--- config.mk ---
export PLATFORM = sky130hd
export DESIGN_NAME = palette_lookup_arbiter
export DESIGN_NICKNAME = d
export VERILOG_FILES = /design/src/rtl/palette_lookup_arbiter.sv
export SDC_FILE = /design/constraint.sdc
export NUM_CORES = 1
export LEC_CHECK = 0
export BUFFER_PORTS_ARGS = -buffer_cell sky130_fd_sc_hd__buf_2
export CAP_MARGIN = 40
export CORE_ASPECT_RATIO = 0.5
export CORE_MARGIN = 5
export CORE_UTILIZATION = 25
export CTS_CLUSTER_SIZE = 25
export DETAILED_ROUTE_END_ITERATION = 10
export GPL_TIMING_DRIVEN = 0
export SYNTH_ARGS = -nofsm -noshare
export SYNTH_HDL_FRONTEND = slang
export SYNTH_SLANG_ARGS = --single-unit
--- constraint.sdc ---
create_clock -name Clk -period 2.22 [get_ports Clk]
set_input_delay 0 -clock Clk [delete_from_list [all_inputs] [get_ports Clk]]
set_output_delay 0 -clock Clk [all_outputs]
set_load 0.05 [all_outputs]
--- src/rtl/palette_lookup_arbiter.sv ---
// palette_lookup_arbiter
//   Shares one combinational sprite palette (index -> packed RGB) between
//   NUM_REQ sprite renderers. A round-robin arbiter grants one requester per
//   clock and drives its index to the palette. The returned colour is
//   registered and handed back to the winner one clock later.
//
//   Optional feature: define PALETTE_FLASH_EN to add the hit-flash
//   (flash_trig port, flash counter, FLASH_IDX recolour to all ones).
module palette_lookup_arbiter #(
  parameter int NUM_REQ      = 3,
  parameter int IDX_W        = 4,
  parameter int RGB_W        = 12,
  parameter int FLASH_CYCLES = 1024,
  parameter int FLASH_IDX    = 4
) (
  input  logic                     Clk,
  input  logic                     Reset,
  input  logic [NUM_REQ-1:0]       req,
  input  logic [NUM_REQ*IDX_W-1:0] req_index,
  output logic [NUM_REQ-1:0]       gnt,
  output logic [IDX_W-1:0]         pal_index,
  input  logic [RGB_W-1:0]         pal_rgb,
  output logic [NUM_REQ-1:0]       rsp_valid,
  output logic [RGB_W-1:0]         rsp_rgb
`ifdef PALETTE_FLASH_EN
  ,
  input  logic                     flash_trig
`endif
);

  localparam int PTR_W = (NUM_REQ > 1) ? $clog2(NUM_REQ) : 1;

  // Round-robin pointer holds the last winner; search starts one past it.
  logic [PTR_W-1:0]   ptr_q, ptr_d;
  logic [NUM_REQ-1:0] rsp_valid_q, rsp_valid_d;
  logic [RGB_W-1:0]   rsp_rgb_q, rsp_rgb_d;

  logic [IDX_W-1:0]   idx_arr [NUM_REQ];
  logic               found;
  logic [PTR_W-1:0]   win;
  logic [PTR_W-1:0]   slot;
  logic [RGB_W-1:0]   lookup_rgb;

  // Requester slot visited k steps after the pointer, wrapping at NUM_REQ.
  function automatic logic [PTR_W-1:0] rr_slot(input logic [PTR_W-1:0] p, input int k);
    int c;
    c = int'(p) + k;
    if (c >= NUM_REQ) c = c - NUM_REQ;
    return PTR_W'(c);
  endfunction

  // Unpack the per-requester palette indices.
  always_comb begin
    for (int i = 0; i < NUM_REQ; i++) begin
      idx_arr[i] = req_index[i*IDX_W +: IDX_W];
    end
  end

  // Round-robin search from ptr+1; first asserted request wins the palette.
  always_comb begin
    found     = 1'b0;
    win       = '0;
    slot      = '0;
    gnt       = '0;
    pal_index = '0;
    for (int k = 1; k <= NUM_REQ; k++) begin
      slot = rr_slot(ptr_q, k);
      if (!found && req[slot]) begin
        found = 1'b1;
        win   = slot;
      end
    end
    if (found) begin
      gnt[win]  = 1'b1;
      pal_index = idx_arr[win];
    end
  end

`ifdef PALETTE_FLASH_EN
  localparam int CNT_W = $clog2(FLASH_CYCLES + 1);

  logic [CNT_W-1:0] flash_cnt_q, flash_cnt_d;
  logic             flash_active;

  // During a flash the chosen index is recoloured to full white.
  function automatic logic [RGB_W-1:0] flash_rgb(input logic [IDX_W-1:0] idx,
                                                 input logic [RGB_W-1:0] rgb,
                                                 input logic             active);
    if (active && (idx == IDX_W'(FLASH_IDX))) return '1;
    return rgb;
  endfunction

  assign flash_active = (flash_cnt_q != '0);

  // A trigger reloads the counter (winning over the decrement); else count down to zero.
  always_comb begin
    flash_cnt_d = flash_cnt_q;
    if (flash_trig) begin
      flash_cnt_d = CNT_W'(FLASH_CYCLES);
    end else if (flash_active) begin
      flash_cnt_d = flash_cnt_q - CNT_W'(1);
    end
  end

  // Flash counter register.
  always_ff @(posedge Clk or posedge Reset) begin
    if (Reset) begin
      flash_cnt_q <= '0;
    end else begin
      flash_cnt_q <= flash_cnt_d;
    end
  end

  assign lookup_rgb = flash_rgb(pal_index, pal_rgb, flash_active);
`else
  logic [1:0] unused_flash_cfg;
  assign unused_flash_cfg = {FLASH_CYCLES[0], FLASH_IDX[0]};
  assign lookup_rgb       = pal_rgb;
`endif

  // Next state: response mirrors this cycle's grant; colour and pointer move only on a grant.
  always_comb begin
    ptr_d       = ptr_q;
    rsp_valid_d = gnt;
    rsp_rgb_d   = rsp_rgb_q;
    if (found) begin
      ptr_d     = win;
      rsp_rgb_d = lookup_rgb;
    end
  end

  // Pointer and response registers; reset gives requester 0 first priority.
  always_ff @(posedge Clk or posedge Reset) begin
    if (Reset) begin
      ptr_q       <= PTR_W'(NUM_REQ - 1);
      rsp_valid_q <= '0;
      rsp_rgb_q   <= '0;
    end else begin
      ptr_q       <= ptr_d;
      rsp_valid_q <= rsp_valid_d;
      rsp_rgb_q   <= rsp_rgb_d;
    end
  end

  assign rsp_valid = rsp_valid_q;
  assign rsp_rgb   = rsp_rgb_q;

endmodule
==> impl_metrics.yaml <==
timing:
  rsz0062_at_grt: "true"
  skew_ns: 0.00368
  slew_headroom: 0.564
  fin_crit_sh: 1.16
  period_minus_slack_ns: 2.59
  tns_ns: -3.50
  finalHoldViolCount: 0
  worstMarginPinSlew_ns: 0.653
  fin_ws_ns: -0.365
  setup_viol: 18
  maxClockFrequency_mhz: 387
  final_max_slew_viol_count: 0
clock_tree:
  clock_latency_ns: 0.25
  cts_tree: "built"
  numCtsBuffers: 3
  clockBufferDepth: 2
  cts-root-buf: "clkbuf_8"
  cts.clk_slew.worst_paths_ns: 0.07
  cts.sinks: 17
  cts.htree.levels: 1
worst_setup_path:
  start_kind: "register"
  worst_ep_arrival_time_ns: 2.59
  crit_fanout: 5
  ff2ff_path_depth: 9
  crit_chain: "inv_2 -> ha_4 -> mux2i_1 -> nor2_1 -> a31o_2 -> o32a_1 -> buf_6 -> mux2i_4 -> o21ai_4 -> buf_6"
  regToRegSetupSlack_ns: -0.19
  max_stage_delay_ns: 0.54
  cpMostUsedCell: "buf_6"
  end_kind: "primary output"
  r2r_start: "ptr_q[1]$_DFFE_PP1P_"
  cp.required_ns: 2.22
  worstSetupPathType: "register to primary output"
  reg2reg_to: "rsp_rgb[10]$_DFFE_PP0P_"
  slowest_stage: "dfstp_2"
synth:
  synth-adder-area-share: 0.0506
  yosys_warnings: 0
  synth_top_cell_area_share: 0.405
  synth_compound_area_frac: 0.113
  synth_most_common_cell: "dfrtp_1"
  yosysTopAreaCell: "dfrtp_1"
  synth_seq_area_share: 0.432
  ys.flop_type: "dfrtp_1"
  synthArstFlopShare: 1.00
  synth_xor_xnor_area_share: 0
  synthesis.nets: 121
  ys_types: 29
  synthTopCellsByArea: "dfrtp_1 41%, mux2_4 11%, mux2_2 6.8%"
  synth_area_um2: 988
  synthesis.instances: 88
  syn_avg_cell_area_um2: 11.2
  synth_top_family_by_area: "multiplexers"
  synthMuxAreaShare: 0.235
  synth-simple-area-share: 0.105
  synthTopCellsByCount: "16 x dfrtp_1, 11 x nand2_1, 7 x mux2_4"
  ys_ff_latch: 17
  synth-edff-count: 0
final_layout:
  insertedDiodeCount: 0
  syn2layout_area_growth_pct: 77.2
  post-route-util: 0.453
  final_cell_count_no_fill: 217
  nNetsFinal: 197
  layout-drive-gt1-share: 0.613
grt:
  antenna_found_initial: 0
  grt_max_degree: 18
  grt_pass1_wl_um: 4370
  grt.overflow.total: 0
  grt_pass1_vias: 969
  groute.usage.overall: 0.101
routing:
  drt_iter0_drc: 29
  wirelength_um: 2730
  via_per_inst: 4.20
  num_vias: 911
  drcViolationCount: 0
  firstDrtPassIters: 5
  wl_per_cell_um: 12.6
  drtAntennaViolNets: 0
die:
  start_util: 0.256
  die_x_um: 98.9
  die_area_um2: 5390
  core_um2: 3860
  ios: 51
  dieHeight_um: 54.5
  floorplan.rows: 16
min_path:
  worstHoldEndpoint: "rsp_valid[1]$_DFF_PP0_"
  holdPathStages: 3
  min_from: "req[1]"
  hold_class: "input port to register"
place:
  dp_hpwl_um: 1860
  dp_cells: 192
  io_buffer_count: 50
  routabilityCongestion: 0.810
job:
  maxCapViolCount: 0
outcome:
  violations: "negative setup slack"
  status: "complete, but fails checks"
logic make-up after synthesis:
family | Yosys count
DFF | 17
muxes | 19
AOI/OAI and AO/OA | 16
and+or+nand+nor | 23
adders and majority gates | 4
buffers and inverters | 9
what timing repair did:
| item | in CTS | in global routing |
|---|---|---|
| hold buffers | 13 | 0 |
| gates cloned | 0 | 0 |
| setup endpoints to repair | 22 | 22 |
| pin swaps | 6 | 4 |
| setup buffers | 7 | 5 |
| gates resized for setup | 21 | 11 |
| hold endpoints to repair | 28 | 0 |
per-layer routing:
metal,global-route usage,up-vias,share of wire
met2,0.203,15,0.58
met1,0.114,437,0.39
met3,0.0229,4,0.020
li1,-,455,-
met5,0,-,0
met4,0.0204,0,0.016
cells in the final DEF, fill, tap and decap left out, types with 3 or more instances in the layout:
| cell type | n |
|---|---|
| buf_4 | 9 |
| clkbuf_8 | 3 |
| mux2i_4 | 3 |
| mux2_4 | 7 |
| buf_6 | 6 |
| nor2_1 | 6 |
| mux2i_1 | 3 |
| dfrtp_1 | 16 |
| nand2_1 | 10 |
| dlygate4sd3_1 | 13 |
| buf_2 | 44 |
| buf_8 | 3 |
| nand2b_1 | 3 |
| mux2_2 | 6 |
| o21ai_4 | 3 |
how the worst max path moves through the flow:
stage | slack, ns | end | depth (start not counted) | startpoint
after floorplan | -0.21 | pal_index[0] | 10 | ptr_q[1]$_DFFE_PP1P_
after global placement | -0.29 | pal_index[1] | 11 | ptr_q[1]$_DFFE_PP1P_
after detailed placement | -0.29 | pal_index[1] | 11 | ptr_q[1]$_DFFE_PP1P_
after CTS | -0.38 | pal_index[1] | 10 | ptr_q[1]$_DFFE_PP1P_
after global routing | -0.49 | pal_index[2] | 10 | ptr_q[1]$_DFFE_PP1P_
final | -0.37 | pal_index[3] | 10 | ptr_q[1]$_DFFE_PP1P_
through the flow:
stage	area, um^2	hold WS (ns)	setup WS (ns)
2_1_floorplan	1070	-0.0747	-0.206
3_3_place_gp	1390	0.118	-0.287
3_5_place_dp	1390	0.128	-0.288
4_1_cts	1680	0.164	-0.382
5_1_grt	1750	0.188	-0.488
6_report	1750	0.177	-0.365
worst max-delay path, delay by kind of cell (launching register included):
kind	cells	cell delay (ns)
compound gates	3	0.66
fa+ha+maj	1	0.29
buf+inv	3	0.38
flops	1	0.54
mux	2	0.39
simple gates	1	0.08
sequential cells by signal, summed over array words and instances, names as in the netlist:
register,cells
rsp_rgb,12
ptr_q,2
rsp_valid,3
final cells by class:
type / instances / area [um^2]
clock buffer: 3 / 41.3
inverter: 4 / 15.0
multi-input combinational: 62 / 643
buffer: 3 / 38.8
timing repair buffer: 73 / 512
sequential: 17 / 427
fill: 356 / 2110
tap: 54 / 67.6
clock inverter: 1 / 7.51
Power is not shown: default switching activity piles up to over one toggle a cycle in this logic, so the estimate is an artifact.
